--- src/rtl/breakpoint_unit_pkg.sv ---
// Shared definitions for the breakpoint unit and its neighbours in the clock/halt block.
package breakpoint_unit_pkg;

    // Default widths; the clock block sizes its debug buses with these.
    localparam int DEFAULT_ADDR_WIDTH = 16;
    localparam int DEFAULT_CNT_WIDTH  = 8;

    // State encoding of the halt FSM.
    localparam logic [1:0] ST_ARMED  = 2'd0;
    localparam logic [1:0] ST_HIT    = 2'd1;
    localparam logic [1:0] ST_RESUME = 2'd2;

    typedef enum logic [1:0] {
        STATE_ARMED  = ST_ARMED,
        STATE_HIT    = ST_HIT,
        STATE_RESUME = ST_RESUME
    } bpState_t;

endpackage

--- src/rtl/bp_match_array.sv ---
// Breakpoint slot storage plus parallel PC compare with lowest-index priority.
module bp_match_array
    import breakpoint_unit_pkg::*;
#(
    parameter int ADDR_WIDTH = DEFAULT_ADDR_WIDTH,
    parameter int NUM_BP     = 4,
    parameter int IDX_WIDTH  = 2
) (
    input  logic                  i_clk,
    input  logic                  i_resetn,
    input  logic                  i_bpWrite,
    input  logic [IDX_WIDTH-1:0]  i_bpIndex,
    input  logic [ADDR_WIDTH-1:0] i_bpAddr,
    input  logic                  i_bpValid,
    input  logic [ADDR_WIDTH-1:0] i_pc,
    output logic                  o_anyMatch,
    output logic [IDX_WIDTH-1:0]  o_matchIndex
);

    logic [ADDR_WIDTH-1:0] slotAddr_r [NUM_BP];
    logic [NUM_BP-1:0]     slotValid_r;
    logic [NUM_BP-1:0]     hitVec_s;
    logic [IDX_WIDTH-1:0]  matchIndex_s;

    // Slot registers: cleared on reset, one slot rewritten per write strobe.
    always_ff @(posedge i_clk) begin
        if (!i_resetn) begin
            for (int k = 0; k < NUM_BP; k++) begin
                slotAddr_r[k] <= '0;
            end
            slotValid_r <= '0;
        end else if (i_bpWrite) begin
            slotAddr_r[i_bpIndex]  <= i_bpAddr;
            slotValid_r[i_bpIndex] <= i_bpValid;
        end
    end

    // Per-slot full-width equality against the fetch address.
    always_comb begin
        hitVec_s = '0;
        for (int k = 0; k < NUM_BP; k++) begin
            hitVec_s[k] = slotValid_r[k] && (slotAddr_r[k] == i_pc);
        end
    end

    // Priority encode: scanning downward leaves the lowest matching slot.
    always_comb begin
        matchIndex_s = '0;
        for (int k = NUM_BP - 1; k >= 0; k--) begin
            matchIndex_s = hitVec_s[k] ? IDX_WIDTH'(k) : matchIndex_s;
        end
    end

    assign o_anyMatch   = |hitVec_s;
    assign o_matchIndex = matchIndex_s;

endmodule

--- src/rtl/breakpoint_unit.sv ---
// PC breakpoint unit: latches a hit until resume, with a global skip count and
// a one-fetch suppression window after resume so the halting fetch does not re-hit.
module breakpoint_unit
    import breakpoint_unit_pkg::*;
#(
    parameter int ADDR_WIDTH = DEFAULT_ADDR_WIDTH,
    parameter int NUM_BP     = 4,
    parameter int IDX_WIDTH  = 2,
    parameter int CNT_WIDTH  = DEFAULT_CNT_WIDTH
) (
    input  logic                  i_clk,
    input  logic                  i_resetn,
    input  logic                  i_breakpointEnableN,
    input  logic                  i_fetchValid,
    input  logic [ADDR_WIDTH-1:0] i_pc,
    input  logic                  i_bpWrite,
    input  logic [IDX_WIDTH-1:0]  i_bpIndex,
    input  logic [ADDR_WIDTH-1:0] i_bpAddr,
    input  logic                  i_bpValid,
    input  logic                  i_skipWrite,
    input  logic [CNT_WIDTH-1:0]  i_skipCount,
    input  logic                  i_resume,
    output logic                  o_breakpointHitN,
    output logic [IDX_WIDTH-1:0]  o_hitIndex,
    output logic [CNT_WIDTH-1:0]  o_hitCount,
    output logic [CNT_WIDTH-1:0]  o_skipRemaining
);

    bpState_t              state_r;
    logic                  hitN_r;
    logic [IDX_WIDTH-1:0]  hitIndex_r;
    logic [CNT_WIDTH-1:0]  hitCount_r;
    logic [CNT_WIDTH-1:0]  skip_r;
    logic                  anyMatch_s;
    logic [IDX_WIDTH-1:0]  matchIndex_s;
    logic                  match_s;

    bp_match_array #(
        .ADDR_WIDTH (ADDR_WIDTH),
        .NUM_BP     (NUM_BP),
        .IDX_WIDTH  (IDX_WIDTH)
    ) u_matchArray (
        .i_clk        (i_clk),
        .i_resetn     (i_resetn),
        .i_bpWrite    (i_bpWrite),
        .i_bpIndex    (i_bpIndex),
        .i_bpAddr     (i_bpAddr),
        .i_bpValid    (i_bpValid),
        .i_pc         (i_pc),
        .o_anyMatch   (anyMatch_s),
        .o_matchIndex (matchIndex_s)
    );

    // A match only counts on a fetch strobe while breakpoints are enabled.
    assign match_s = i_fetchValid && !i_breakpointEnableN && anyMatch_s;

    // Halt FSM, skip counter and saturating hit counter.
    always_ff @(posedge i_clk) begin
        if (!i_resetn) begin
            state_r    <= STATE_ARMED;
            hitN_r     <= 1'b1;
            hitIndex_r <= '0;
            hitCount_r <= '0;
            skip_r     <= '0;
        end else begin
            if (i_breakpointEnableN) begin
                // Disabling drops any halt but keeps slots and counters.
                state_r <= STATE_ARMED;
                hitN_r  <= 1'b1;
            end else begin
                case (state_r)
                    STATE_ARMED: begin
                        if (match_s) begin
                            if (skip_r != '0) begin
                                skip_r <= skip_r - CNT_WIDTH'(1);
                            end else begin
                                state_r    <= STATE_HIT;
                                hitN_r     <= 1'b0;
                                hitIndex_r <= matchIndex_s;
                                if (hitCount_r != '1) begin
                                    hitCount_r <= hitCount_r + CNT_WIDTH'(1);
                                end
                            end
                        end
                    end
                    STATE_HIT: begin
                        // Fetches are ignored while halted, even one coinciding with resume.
                        if (i_resume) begin
                            state_r <= STATE_RESUME;
                            hitN_r  <= 1'b1;
                        end
                    end
                    STATE_RESUME: begin
                        // Swallow the re-fetch of the instruction we stopped on.
                        if (i_fetchValid) begin
                            state_r <= STATE_ARMED;
                        end
                    end
                    default: begin
                        state_r <= STATE_ARMED;
                        hitN_r  <= 1'b1;
                    end
                endcase
            end
            // An explicit load overrides any decrement in the same cycle.
            if (i_skipWrite) begin
                skip_r <= i_skipCount;
            end
        end
    end

    assign o_breakpointHitN = hitN_r;
    assign o_hitIndex       = hitIndex_r;
    assign o_hitCount       = hitCount_r;
    assign o_skipRemaining  = skip_r;

endmodule

--- config.mk ---
export PLATFORM = sky130hd
export DESIGN_NAME = breakpoint_unit
export DESIGN_NICKNAME = d
export VERILOG_FILES = /design/src/rtl/breakpoint_unit_pkg.sv /design/src/rtl/bp_match_array.sv /design/src/rtl/breakpoint_unit.sv
export SDC_FILE = /design/constraint.sdc
export NUM_CORES = 1
export LEC_CHECK = 0
export ABC_AREA = 1
export CORE_MARGIN = 2
export CORE_UTILIZATION = 55
export DETAILED_ROUTE_END_ITERATION = 6
export PLACE_DENSITY = 0.8
export SYNTH_ARGS = -nofsm -noshare
export SYNTH_HDL_FRONTEND = slang
export SYNTH_HIERARCHICAL = 1
export SYNTH_SLANG_ARGS = --single-unit
--- constraint.sdc ---
create_clock -name i_clk -period 5 [get_ports i_clk]
set_input_delay 1 -clock i_clk [delete_from_list [all_inputs] [get_ports i_clk]]
set_output_delay 1 -clock i_clk [all_outputs]
set_load 0.01 [all_outputs]
* Yosys cells after proc, flatten, opt, wreduce, memory -nomap -nowiden
Memories as Yosys holds them, arrays and structs flattened. Cells that the tools add are included.
Word-level totals: register bits after elaboration 25, memory bits (writable) 64, word-level logic and storage cells 76, output and inout port bits 19, bits of input ports 50, memories kept 1
Cells by class: multiplexer cells 28, reduce and logical (&&, ||, !) cells 21, equality and inequality tests 12, magnitude comparators 2, $add $sub $neg 2, bitwise operators 4
Memories:
- u_matchArray.slotAddr_r | depth 4, width 16, rd ports 4, clocked after memory_dff 0, write ports 4, line bp_match_array.sv:20 | logic [ADDR_WIDTH-1:0] slotAddr_r [NUM_BP];
Operator list (count):
- 16-bit equality test | 4
- 8-bit 2-to-1 mux | 5
- 2-bit 2-to-1 mux | 9
- 16-bit 2-to-1 mux | 1
- 4-bit AND reduction | 4
- 16-bit OR reduction | 1
- 1-bit 2-to-1 mux | 9
- 8-bit by 1-bit adder with 8-bit output, second input constant | 1
- 2-bit inequality test, second input constant | 4
- 8-bit inequality test, second input constant | 1
- 8-bit nonzero test | 1
- 8-bit by 1-bit subtractor with 8-bit output, second input constant | 1
- 1-bit logical AND | 7
- 2-bit one-hot mux with 3 select lines | 1
- 2-bit nonzero test | 3
- 5-bit AND reduction | 1
- 4-bit bitwise mux | 1
- 1-bit NOT | 4
- 4-bit OR reduction | 1
- 2-bit by 3-bit < comparator with 1-bit output, second input constant | 1
- 1-bit one-hot mux with 3 select lines | 1
- 1-bit demux with 2-bit select | 1
- 2-bit by 1-bit equality test with 1-bit output, second input constant | 1
- 2-bit equality test, second input constant | 1
- other kinds (5) | 5

* Logic depth before layout (Yosys ltp)
Gate-level depths: netlist of run 1.
depth after elaboration 8, depth in mapped cells 18, gate-level depth less buffers 18

* By module
Netlist of run 1, hierarchy kept.
By module, submodules not included:
- bp_match_array | cells each 410, times used 1, area each 3495.9 um^2, sequential area each 2001.9 um^2
- breakpoint_unit | cells each 209, times used 1, area each 1373.8 um^2, sequential area each 420.4 um^2

* Least setup slack after synthesis of run 1
OpenSTA, ideal clock, no wires.
kind input-to-reg, start point input port i_pc[14], end point register hitCount_r[3] (netlist: o_hitCount[3]), cell stages on the path 14, buffers on the path 1, data required time 4.885 ns, library setup time 0.115 ns, data arrival time 2.440 ns, setup slack 2.444 ns, cell sequence buf_2 > xor2_1 > nor3_1 > nand3_2 > o21ai_2 > inv_2 > nand2_1 > nand3_1 > inv_1 > nand2_1 > nor2_2 > nand4_1 > nand2_1 > nor2_1
On the way: longest elaborated chain between the ends 5, elaborated cells on any way between the ends 11, those cells by class eq/ne (4); reduce/logical (7)
Ends and longest elaborated chain:
- start, declared | line breakpoint_unit.sv:15 | input logic [ADDR_WIDTH-1:0] i_pc,
- 16-bit equality test | line bp_match_array.sv:42 | hitVec_s[k] = slotValid_r[k] && (slotAddr_r[k] == i_pc);
- 1-bit logical AND | line bp_match_array.sv:42
- 4-bit OR reduction * | line bp_match_array.sv:54 | assign o_anyMatch = |hitVec_s;
- net anyMatch_s | line breakpoint_unit.sv:34 | logic anyMatch_s;
- 1-bit logical AND * | line breakpoint_unit.sv:55 | assign match_s = i_fetchValid && !i_breakpointEnableN && anyMatch_s;
- 5-bit AND reduction (no source line) *
- end signal, assigned | line breakpoint_unit.sv:81 | hitCount_r <= hitCount_r + CNT_WIDTH'(1);
- end, declared | line breakpoint_unit.sv:32 | logic [CNT_WIDTH-1:0] hitCount_r;
Mark *: on every way through the listed nets, which the timed path passes. The rest lies on a longest branch. A chain may end at the register's enable or synchronous reset.

* Worst setup path in the final report of run 1
start point input port i_pc[15], end point register hitIndex_r[1] (netlist: o_hitIndex[1])
On the way: elaborated cells on any way between the ends 15, those cells by class eq/ne (4); mux (4); reduce/logical (7)
RTL lines:
- 16-bit equality test | line bp_match_array.sv:42
- 1-bit logical AND | line bp_match_array.sv:42
- 4-bit OR reduction * | line bp_match_array.sv:54
- net anyMatch_s | line breakpoint_unit.sv:34
- 1-bit logical AND * | line breakpoint_unit.sv:55
- 4-bit AND reduction (no source line) *
- end signal, assigned | line breakpoint_unit.sv:79 | hitIndex_r <= matchIndex_s;
- end, declared | line breakpoint_unit.sv:31 | logic [IDX_WIDTH-1:0] hitIndex_r;
Marked as above.

==> results of run 1 <==
-- where the power goes --
group          switching, W  internal, W  total (W)
clock network      0.000257     0.000258   0.000514
registers         0.0000260     0.000837   0.000863
logic              0.000143    0.0000965   0.000239
-- state kept, by name (all words and copies together), names as in the netlist --
register and flops:
o_breakpointHitN 1, o_hitCount 8, o_hitIndex 2, o_skipRemaining 8, state_r 2, u_matchArray/slotAddr_r 64
u_matchArray/slotValid_r 4
-- placed cells by master, fill, tap and decap left out, types with 3 or more instances in the layout --
| cell type | Yosys | layout |
|---|---|---|
| nand2_1 | 160 | 160 |
| nor2_1 | 102 | 102 |
| inv_1 | 84 | 84 |
| clkdlybuf4s50_1 | 0 | 68 |
| edfxtp_1 | 64 | 64 |
| o21ai_0 | 27 | 27 |
| nand3_1 | 27 | 27 |
| dfxtp_1 | 25 | 25 |
| xor2_1 | 17 | 17 |
| a21oi_1 | 15 | 15 |
| inv_2 | 13 | 13 |
| clkbuf_8 | 0 | 10 |
| nor2_2 | 9 | 9 |
| o21ai_1 | 7 | 7 |
| nand3_2 | 6 | 6 |
| nand4_1 | 6 | 6 |
| nand2_2 | 5 | 5 |
| nor2_4 | 5 | 5 |
| nor3_1 | 5 | 5 |
| o211ai_1 | 3 | 3 |
| xnor2_1 | 3 | 3 |
| ha_1 | 3 | 3 |
| o22ai_1 | 3 | 3 |
-- worst max-delay path, stage by stage --
cell	delay [ps]
clkdlybuf4s50_1	560
inv_2	90
nand2_1	70
nand2_1	50
inv_1	60
nand2_1	50
nor2_1	160
nand3_1	150
o21ai_2	150
inv_2	50
nand2_1	60
nand3_1	130
inv_1	140
nand2_1	90
nor2_2	210
inv_1	80
nor2_1	100
nor2_1	50
-- logic make-up after synthesis --
logic type	count (synthesis)	synth area share
AO/OA/AOI/OAI	62	0.0704
buffers and inverters	110	0.0871
XOR/XNOR	20	0.0360
adder cells (fa/ha/maj)	3	0.00771
AND/OR/NAND/NOR	335	0.301
flip-flops	89	0.497
-- worst max path at each step --
| stage | startpoint | end | slack [ps] | cells past startpoint |
|---|---|---|---|---|
| 3_5_place_dp | i_pc[10] | o_hitIndex[1] | 1600 | 18 |
| 6_report | i_pc[15] | o_hitIndex[1] | 1990 | 18 |
| 5_1_grt | i_pc[9] | o_hitIndex[1] | 1780 | 17 |
| 4_1_cts | i_pc[10] | o_hitIndex[1] | 1970 | 18 |
| 2_1_floorplan | i_pc[14] | o_hitCount[3] | 2440 | 14 |
| 3_3_place_gp | i_pc[13] | o_hitIndex[0] | 1670 | 16 |
-- per-layer routing --
metal / vias up / share of wire
met3: 39 / 0.071
met2: 192 / 0.49
met1: 1948 / 0.40
met4: 0 / 0.037
li1: 2097 / -
met5: - / 0
-- through the flow --
stage               total power (W)  worst slack [ps]  hold WS (ps)  instances   util
CTS                         0.00162              1970           478        802  0.678
global route                0.00169              1780           508        802  0.678
floorplan                   0.00101              2440           430        619      -
detailed placement          0.00111              1600           463        786  0.654
finish                      0.00162              1990           474        802  0.678
global placement            0.00111              1670           457        786  0.654
-- layout make-up --
class / count / area share
repair buffers: 69 / 0.117
well taps: 108 / 0.0231
clock inverters: 2 / 0.00299
multi-input cells: 420 / 0.345
inverters: 100 / 0.0645
clock buffers: 14 / 0.0333
flip-flops and latches: 89 / 0.413
==> implementation parameters, run 1 <==
Parameter                              Value

Outcome
  Run status ... complete, no violations

STA
  Post-Route Setup TNS ... 0 ps
  Total count of max-transition violations in the final report ... 0
  Least-Margin Pin Slew ... 917 ps
  Number of failing setup endpoints in the final timing report ... 0
  Fin crit period ... 3010 ps
  Setup repair after global routing missed its margin ... no
  Worst rel slew slack ... 0.387
  Worst clock skew on the final layout ... 11.9 ps
  Maximum operating frequency ... 332 MHz
  Count of final hold-check violations ... 0
  Final Cycle Share ... 0.602

Drt
  Post-DR vias/cell ... 5.33
  Routed Wire Length ... 11700 um
  Count of TritonRoute iterations in the first routing pass ... 5
  First-iteration detailed-routing DRC count ... 295
  Post-route ant nets ... 0
  Drt drc ... 0
  Post-detailed-route wirelength per cell ... 14.6 um
  Via count ... 4276

Global route
  Met3 GRT Util ... 0.0429
  GR Util All Layers ... 0.249
  Antenna violations before repair ... 0
  Maximum number of pins on one net before global-route repair ... 22
  Vias in the first global route ... 4125
  Global-route wire length before repair ... 18900 um
  Fraction of met2 tracks used by global routing ... 0.435
  Highest-utilization routing layer at the global route stage ... met2
  GRT overflow ... 0
  GR Layer Usage met1 ... 0.297

Setup path
  Startpoint types ... input pin
  Launch instance of the worst register-to-register path ... u_matchArray/slotAddr_r[0][9]
  Highest fanout seen on the critical path ... 5
  Required time of the critical path ... 5250 ps
  Flop-to-flop setup slack ... 2840 ps
  Critical R2R Capture ... o_hitIndex[1]
  CP Class ... in -> reg
  Worst r2r path cells ... 17
  Crit path arrival time ... 3260 ps
  Kind of capture point of the worst setup path ... flop

Logic synthesis
  Most frequent cell after synthesis ... nand2_1
  Area of the mapped netlist ... 0.00487 mm^2
  Cell variety after synth ... 37
  Number of enable flip-flop cells after synthesis ... 64
  Ys async rst share ... 0
  Ranking of synthesized cells by area ... edfxtp_1 39%, nand2_1 12%, dfxtp_1 10%
  Cell taking the most area after synthesis ... edfxtp_1
  Mapped Nets ... 672
  Flop and latch count out of synthesis ... 89
  Post-synthesis area per instance ... 7.87 um^2
  Most common library cells after synthesis ... 160 x nand2_1, 102 x nor2_1, 84 x inv_1
  Cells after synthesis ... 619
  Top-area cell type share of the netlist area ... 0.395
  Sequential-to-total area share from yosys stat ... 0.497
  Count of yosys warnings during synthesis ... 6
  Most common flop cell mapped by yosys ... edfxtp_1

Floorplanning
  Initial core utilization ... 0.564
  Core box area ... 0.00864 mm^2
  Die height ... 98.1 um
  DIE AREA ... 0.00962 mm^2
  Row count ... 34
  I/O pin cnt ... 69
  Chip width ... 98.1 um

Pwr
  Power density over the cells ... 276 mW/mm^2
  Reported leakage power ... 2.54 nW
  Highest ir drop seen on vdd ... 0.196 mV

Hold path
  Source of the worst hold timing path ... u_matchArray/slotValid_r[3]
  Worst Hold Path EP ... u_matchArray/slotValid_r[3]
  Worst min-delay path category ... reg -> reg
  Hold path cells ... 2

Final layout
  Filler cell count in the final layout ... 704
  Fraction of layout instances using a drive strength above 1 ... 0.0893
  Final standard cell area without fillers ... 0.00586 mm^2
  Sequential Area ... 0.00242 mm^2
  Post-synthesis to final-layout area growth ... 20.3%
  Multi-input logic area ... 0.00202 mm^2
  Diodes inserted ... 0
  Net count of the finished layout ... 742

Clocking
  Number of buffers on the longest clock path ... 2
  Later-pin clock latency in the skew report ... 360 ps
  Root Buffer ... clkbuf_8
  TritonCTS Buffers ... 9
  Clock sink count ... 89
  H-tree Lvls ... 3
  Hold_buf cts ... 0
  Clock transition time at the flip-flop clock pins of the worst setup and hold paths ... 90 ps
  Setup fix buffers added after clock tree synthesis ... 0
  Post-cts resize count ... 0
  Clock tree from TritonCTS ... yes

Flow run
  Total of max-cap violations ... 0

Placed design
  Placement-stage cell area ... 0.00565 mm^2
  Final weighted congestion of routability-driven global placement ... 0.984
  Post-detailed-placement half-perimeter wirelength ... 8550 um
  Number of port buffers ... 68
Power figures use the tool's default switching activity.
==> run 2: changes to the inputs <==
==> constraint.sdc (replaced) <==
create_clock -name i_clk -period 3.12 [get_ports i_clk]
set_input_delay 0.624 -clock i_clk [delete_from_list [all_inputs] [get_ports i_clk]]
set_output_delay 0.624 -clock i_clk [all_outputs]
set_load 0.01 [all_outputs]
==> run 2 against run 1 <==
Clock-buffer cell count down 1. First-iteration DRC count down 11%. Die area unchanged. Non-clock buffer count grew 6. Register-to-register slack worse by 1900 ps. Sequential share of layout area fell by 0.30 points. Critical path depth decreased by 2. Final area rose by 0.73%. Sequential cell count is the same. Critical path type unchanged. Critical endpoint is now o_hitCount[3].
==> implementation parameters, run 2 (synthesis results as in run 1) <==
Parameter                              Value

Placed design
  Final weighted congestion of routability-driven global placement ... 0.990 (+0.60%)
  Setup slack after placement ... 117 ps (-1490 ps)
  Number of port buffers ... 68 (unchanged)
  Placement-stage cell area ... 0.00569 mm^2 (+0.80%)
  Post-detailed-placement half-perimeter wirelength ... 8750 um (+2.3%)

Drt
  Via count ... 4282 (+0.14%)
  Post-DR vias/cell ... 5.30 (-0.60%)
  Post-route ant nets ... 0 (unchanged)
  Met2 wirelength from detailed routing ... 5960 um (+4.6%)
  Post-detailed-route wirelength per cell ... 14.9 um (+2.4%)
  Highest Signal Layer ... met4
  Met1 routed wirelength after detailed routing ... 5020 um (+6.3%)
  Met3 routed WL ... 676 um (-18%)
  First-iteration detailed-routing DRC count ... 262 (-11%)
  Count of TritonRoute iterations in the first routing pass ... 7 (+2)
  Drt drc ... 0 (unchanged)
  Routed Wire Length ... 12100 um (+3.1%)

Setup path
  Kind of capture point of the worst setup path ... flop
  Cell-by-cell trace of the critical path ... clkdlybuf4s50_1 -> o21ai_0 -> nor2_1 -> nand2_1 -> nor2_1 -> nand3_2 -> nand2_2 -> inv_1 -> nand2_1 -> nand3_1 -> inv_1 -> nand2_1 -> nor2_2 -> nand4_1 -> nand2_1 -> nor2_1
  Required time of the critical path ... 3380 ps (-1870 ps)
  Crit path arrival time ... 2920 ps (-340 ps)
  Cell type group with the largest total delay on the critical path ... simple AND/OR/NAND/NOR gates
  Critical-path top delay cell ... clkdlybuf4s50_1
  CP Class ... in -> reg
  Bufs and invs on worst path ... 3 (-3)
  Highest fanout seen on the critical path ... 8 (+3)
  Worst stage delay on the critical path ... 630 ps (+70 ps)
  Startpoint types ... input pin
  Worst path most repeated cell ... nand2_1

Final layout
  Final standard cell area without fillers ... 0.00590 mm^2 (+0.73%)
  Register with the most flip-flops ... u_matchArray/slotAddr_r
  Most common cell after layout, fill and taps aside ... nand2_1
  Multi-input logic area ... 0.00202 mm^2 (unchanged)
  Fraction of layout instances using a drive strength above 1 ... 0.0986 (+0.00923)
  Most frequent cells in the layout ... 160 x nand2_1, 102 x nor2_1, 84 x inv_1, 68 x clkdlybuf4s50_1, 64 x edfxtp_1
  Diodes inserted ... 0 (unchanged)
  Filler cell count in the final layout ... 696 (-1.1%)
  Post-synthesis to final-layout area growth ... 21.2%
  Number of flip-flops in the largest register ... 64 (unchanged)
  Sequential Area ... 0.00242 mm^2 (unchanged)
  Net count of the finished layout ... 748 (+0.81%)

Floorplanning
  Chip width ... 98.1 um (unchanged)
  Row count ... 34 (unchanged)
  Initial core utilization ... 0.564 (unchanged)
  I/O pin cnt ... 69 (unchanged)
  Core box area ... 0.00864 mm^2 (unchanged)
  Die height ... 98.1 um (unchanged)
  DIE AREA ... 0.00962 mm^2 (unchanged)

Outcome
  Run status ... complete, no violations

Global route
  GRT overflow ... 0 (unchanged)
  Global-route wire length before repair ... 19200 um (+1.6%)
  Maximum number of pins on one net before global-route repair ... 19 (-14%)
  Vias in the first global route ... 4160 (+0.85%)
  Antenna violations before repair ... 0 (unchanged)
  GR Util All Layers ... 0.253 (+0.00381)

Clocking
  Post-cts resize count ... 0 (unchanged)
  Number of buffers on the longest clock path ... 2 (unchanged)
  Clock transition time at the flip-flop clock pins of the worst setup and hold paths ... 90 ps (about the same)
  Clock tree from TritonCTS ... yes
  Later-pin clock latency in the skew report ... 370 ps (about the same)
  Setup fix buffers added after clock tree synthesis ... 0 (unchanged)
  H-tree Lvls ... 3 (unchanged)
  Root Buffer ... clkbuf_8
  Hold_buf cts ... 0 (unchanged)
  Clock sink count ... 89 (unchanged)
  TritonCTS Buffers ... 9 (unchanged)

STA
  Worst clock skew on the final layout ... 11.5 ps (-0.412 ps)
  Smallest hold slack ... 485 ps (+10.7 ps)
  Number of failing setup endpoints in the final timing report ... 0 (unchanged)
  Worst setup margin ... 460 ps (-1530 ps)
  Worst rel slew slack ... 0.503 (+0.116)
  Setup repair after global routing missed its margin ... no
  Least-Margin Pin Slew ... 744 ps (-173 ps)
  Count of final hold-check violations ... 0 (unchanged)
  Fin crit period ... 2660 ps
  Total count of max-transition violations in the final report ... 0 (unchanged)
  Post-Route Setup TNS ... 0 ps (unchanged)
  Final Cycle Share ... 0.852
  Maximum operating frequency ... 376 MHz

Flow run
  Total of max-cap violations ... 0 (unchanged)

Pwr
  Total power of the final layout ... 0.00260 W (+61%)
  Reported leakage power ... 2.57 nW (+1.1%)
  Highest ir drop seen on vdd ... 0.313 mV (+60%)
  Power density over the cells ... 441 mW/mm^2 (+60%)

Hold path
  Worst min-delay path category ... reg -> reg
[run 2: changes by cell type in the layout (fill, tap and decap cells not counted)]
cell	delta
clkinv_2	+1
inv_4	+1
clkbuf_1	-1
clkinv_4	-2
buf_4	+6
clkinvlp_4	+1
[run 2: final timing paths]
check,cells after the start,slack [ps],end,from
hold reg to reg,2,490,u_matchArray/slotValid_r[3],u_matchArray/slotValid_r[3]
hold / removal,2,490,u_matchArray/slotValid_r[3],u_matchArray/slotValid_r[3]
setup reg to reg,16,950,o_hitCount[3],u_matchArray/slotAddr_r[3][15]
setup / recovery,16,460,o_hitCount[3],i_pc[9]
[run 2: layout make-up]
class | instances | share of cell area
multi-input cells | 420 | 0.343
clock inverters | 3 | 0.00318
clock buffers | 13 | 0.0324
inverters | 100 | 0.0640
well taps | 108 | 0.0229
flip-flops and latches | 89 | 0.410
repair buffers | 75 | 0.124
[run 2: per-layer routing]
layer	vias up	global-route usage
met2	170	0.454
met5	-	0
met3	34	0.0365
li1	2112	-
met1	1966	0.292
met4	0	0.131
[run 2: report_power, final]
part	internal (W)	total (W)	leakage [nW]	switching, W
combinational	0.000160	0.000393	1.64	0.000233
clock	0.000408	0.000828	0.106	0.000419
sequential	0.00134	0.00138	0.828	0.0000421
[run 2: worst reg2reg max path, cell delays in order (launching register included)]
cell and delay (ps):
edfxtp_1 410, nand2_1 100, nand2_1 50, inv_1 40, nand2_1 50, nor2_1 170
nand3_1 140, o21ai_2 150, inv_2 60, nand2_1 90, nand3_1 140, inv_1 150
nand2_1 100, nor2_2 200, nand4_1 110, nand2_1 70, nor2_1 40
[run 2: stage by stage]
step | std cells | util
finish | 808 | 0.683
global route | 808 | 0.683
CTS | 808 | 0.683
detailed placement | 792 | 0.659
global placement | 792 | 0.659
floorplan | 619 | -
==> run 3: changes to the inputs <==
==> constraint.sdc (replaced) <==
create_clock -name i_clk -period 3.25 [get_ports i_clk]
set_input_delay 0.65 -clock i_clk [delete_from_list [all_inputs] [get_ports i_clk]]
set_output_delay 0.65 -clock i_clk [all_outputs]
set_load 0.01 [all_outputs]
==> run 3 against run 2 <==
Wire length is 1.8% lower. Total power is 6.0% lower. Register-to-register slack better by 130 ps. Die area stayed put. Sequential share of layout area is 0.18 points higher. Global-route usage hardly changed. Combinational power is 5.1% lower. Setup slack better by 110 ps. Sequential power is 4% lower. Clock power is 9.8% lower. Non-clock buffer count is 1 lower. Critical path type unchanged. Largest power group unchanged.
==> implementation parameters, run 3 (synthesis results as in run 1) <==
Parameter                              Value

Pwr
  Power density over the cells ... 417 mW/mm^2 (-5.6%)
  Reported leakage power ... 2.56 nW (-0.44%)
  Highest ir drop seen on vdd ... 0.284 mV (-9.1%)

Setup path
  Kind of capture point of the worst setup path ... flop
  Startpoint types ... input pin
  Highest fanout seen on the critical path ... 8 (unchanged)
  CP Class ... in -> reg
  Crit path arrival time ... 2930 ps (about the same)
  Required time of the critical path ... 3500 ps (+120 ps)

Drt
  Routed Wire Length ... 11800 um (-1.8%)
  First-iteration detailed-routing DRC count ... 314 (+20%)
  Drt drc ... 0 (unchanged)
  Post-route ant nets ... 0 (unchanged)
  Via count ... 4262 (-0.47%)
  Post-detailed-route wirelength per cell ... 14.7 um (-1.6%)
  Count of TritonRoute iterations in the first routing pass ... 5 (-2)
  Post-DR vias/cell ... 5.28 (-0.34%)

Final layout
  Most common cell after layout, fill and taps aside ... nand2_1
  Diodes inserted ... 0 (unchanged)
  Register with the most flip-flops ... u_matchArray/slotAddr_r
  Most frequent cells in the layout ... 160 x nand2_1, 102 x nor2_1, 84 x inv_1, 68 x clkdlybuf4s50_1, 64 x edfxtp_1
  Net count of the finished layout ... 747 (-0.13%)
  Final standard cell count with taps included and fillers excluded ... 807 (-0.12%)
  Post-synthesis to final-layout area growth ... 20.7%
  Fraction of layout instances using a drive strength above 1 ... 0.0959 (-0.00272)
  Number of flip-flops in the largest register ... 64 (unchanged)

Floorplanning
  DIE AREA ... 0.00962 mm^2 (unchanged)
  Chip width ... 98.1 um (unchanged)
  Core box area ... 0.00864 mm^2 (unchanged)
  I/O pin cnt ... 69 (unchanged)
  Row count ... 34 (unchanged)
  Initial core utilization ... 0.564 (unchanged)
  Die height ... 98.1 um (unchanged)

Placed design
  Number of port buffers ... 68 (unchanged)
  Post-detailed-placement half-perimeter wirelength ... 8560 um (-2.2%)
  Final weighted congestion of routability-driven global placement ... 1.00 (+1.2%)
  Placed cell count ... 791 (-0.13%)

Clocking
  Later-pin clock latency in the skew report ... 360 ps (about the same)
  Clock sink count ... 89 (unchanged)
  Clock transition time at the flip-flop clock pins of the worst setup and hold paths ... 100 ps (about the same)
  Post-cts resize count ... 0 (unchanged)
  Hold_buf cts ... 0 (unchanged)
  Setup fix buffers added after clock tree synthesis ... 0 (unchanged)
  Clock tree from TritonCTS ... yes
  Number of buffers on the longest clock path ... 2 (unchanged)
  TritonCTS Buffers ... 9 (unchanged)
  H-tree Lvls ... 3 (unchanged)
  Root Buffer ... clkbuf_8

STA
  Maximum operating frequency ... 374 MHz
  Worst clock skew on the final layout ... 15.6 ps (+4.09 ps)
  Count of final hold-check violations ... 0 (unchanged)
  Setup repair after global routing missed its margin ... no
  Total count of max-transition violations in the final report ... 0 (unchanged)
  Post-Route Setup TNS ... 0 ps (unchanged)
  Final Cycle Share ... 0.823
  Worst rel slew slack ... 0.414 (-0.0890)
  Number of failing setup endpoints in the final timing report ... 0 (unchanged)
  Fin crit period ... 2680 ps
  Least-Margin Pin Slew ... 877 ps (+133 ps)

Global route
  Maximum number of pins on one net before global-route repair ... 19 (unchanged)
  GRT overflow ... 0 (unchanged)
  GR Util All Layers ... 0.253 (+0.000345)
  Antenna violations before repair ... 0 (unchanged)
  Vias in the first global route ... 4137 (-0.55%)
  Global-route wire length before repair ... 19300 um (+0.90%)

Outcome
  Run status ... complete, no violations

Flow run
  Total of max-cap violations ... 0 (unchanged)

Hold path
  Worst min-delay path category ... reg -> reg
## run 3: cell count changes in the layout (fill, tap and decap cells not counted), sizes merged
cell,delta
inv,+1
clkinvlp,-1
buf,-1
## run 3: worst max-delay path, stage by stage
cell             delay, ps
clkdlybuf4s50_1        610
o21ai_0                190
nor2_1                 110
nand2_1                 60
nor2_1                 150
nand3_2                110
nand2_2                 90
inv_1                   40
nand2_1                 80
nand3_1                150
inv_1                  150
nand2_1                 90
nor2_2                 200
nand4_1                110
nand2_1                 70
nor2_1                  40
## run 3: area by class of cell
class | instances | area, um^2
Clock buffer | 13 | 170
Clock inverter | 3 | 21.3
Fill cell | 707 | 2760
Inverter | 100 | 378
Multi-Input combinational cell | 420 | 2020
Sequential cell | 89 | 2420
Tap cell | 108 | 135
Timing Repair Buffer | 74 | 726
## run 3: metal layers
metal,share of wire,track usage
met4,0.033,0.115
met1,0.42,0.306
met2,0.49,0.448
met5,0,0
met3,0.065,0.0358
## run 3: final timing paths
path,from,end,slack (ps),cells after the start
worst max-delay path,i_pc[9],o_hitCount[3],570,16
worst min register to register,u_matchArray/slotValid_r[3],u_matchArray/slotValid_r[3],490,2
worst min-delay path,u_matchArray/slotValid_r[3],u_matchArray/slotValid_r[3],490,2
worst max register to register,u_matchArray/slotAddr_r[2][5],o_hitCount[3],1080,16
## run 3: stage by stage
step / utilization / power, W / setup WS [ps] / instance area (um^2) / hold slack, ps
final: 0.680 / 0.00245 / 574 / 5880 / 489
after floorplan: - / 0.00156 / 1040 / 4870 / 430
after CTS: 0.680 / 0.00246 / 608 / 5880 / 497
after detailed placement: 0.658 / 0.00172 / 237 / 5680 / 478
after global routing: 0.680 / 0.00255 / 312 / 5880 / 510
after global placement: 0.658 / 0.00171 / 315 / 5680 / 464
## run 3: power breakdown
group | switching [W] | total (W) | internal (W)
clock | 0.000398 | 0.000747 | 0.000349
sequential | 0.0000404 | 0.00133 | 0.00129
combinational | 0.000220 | 0.000373 | 0.000153
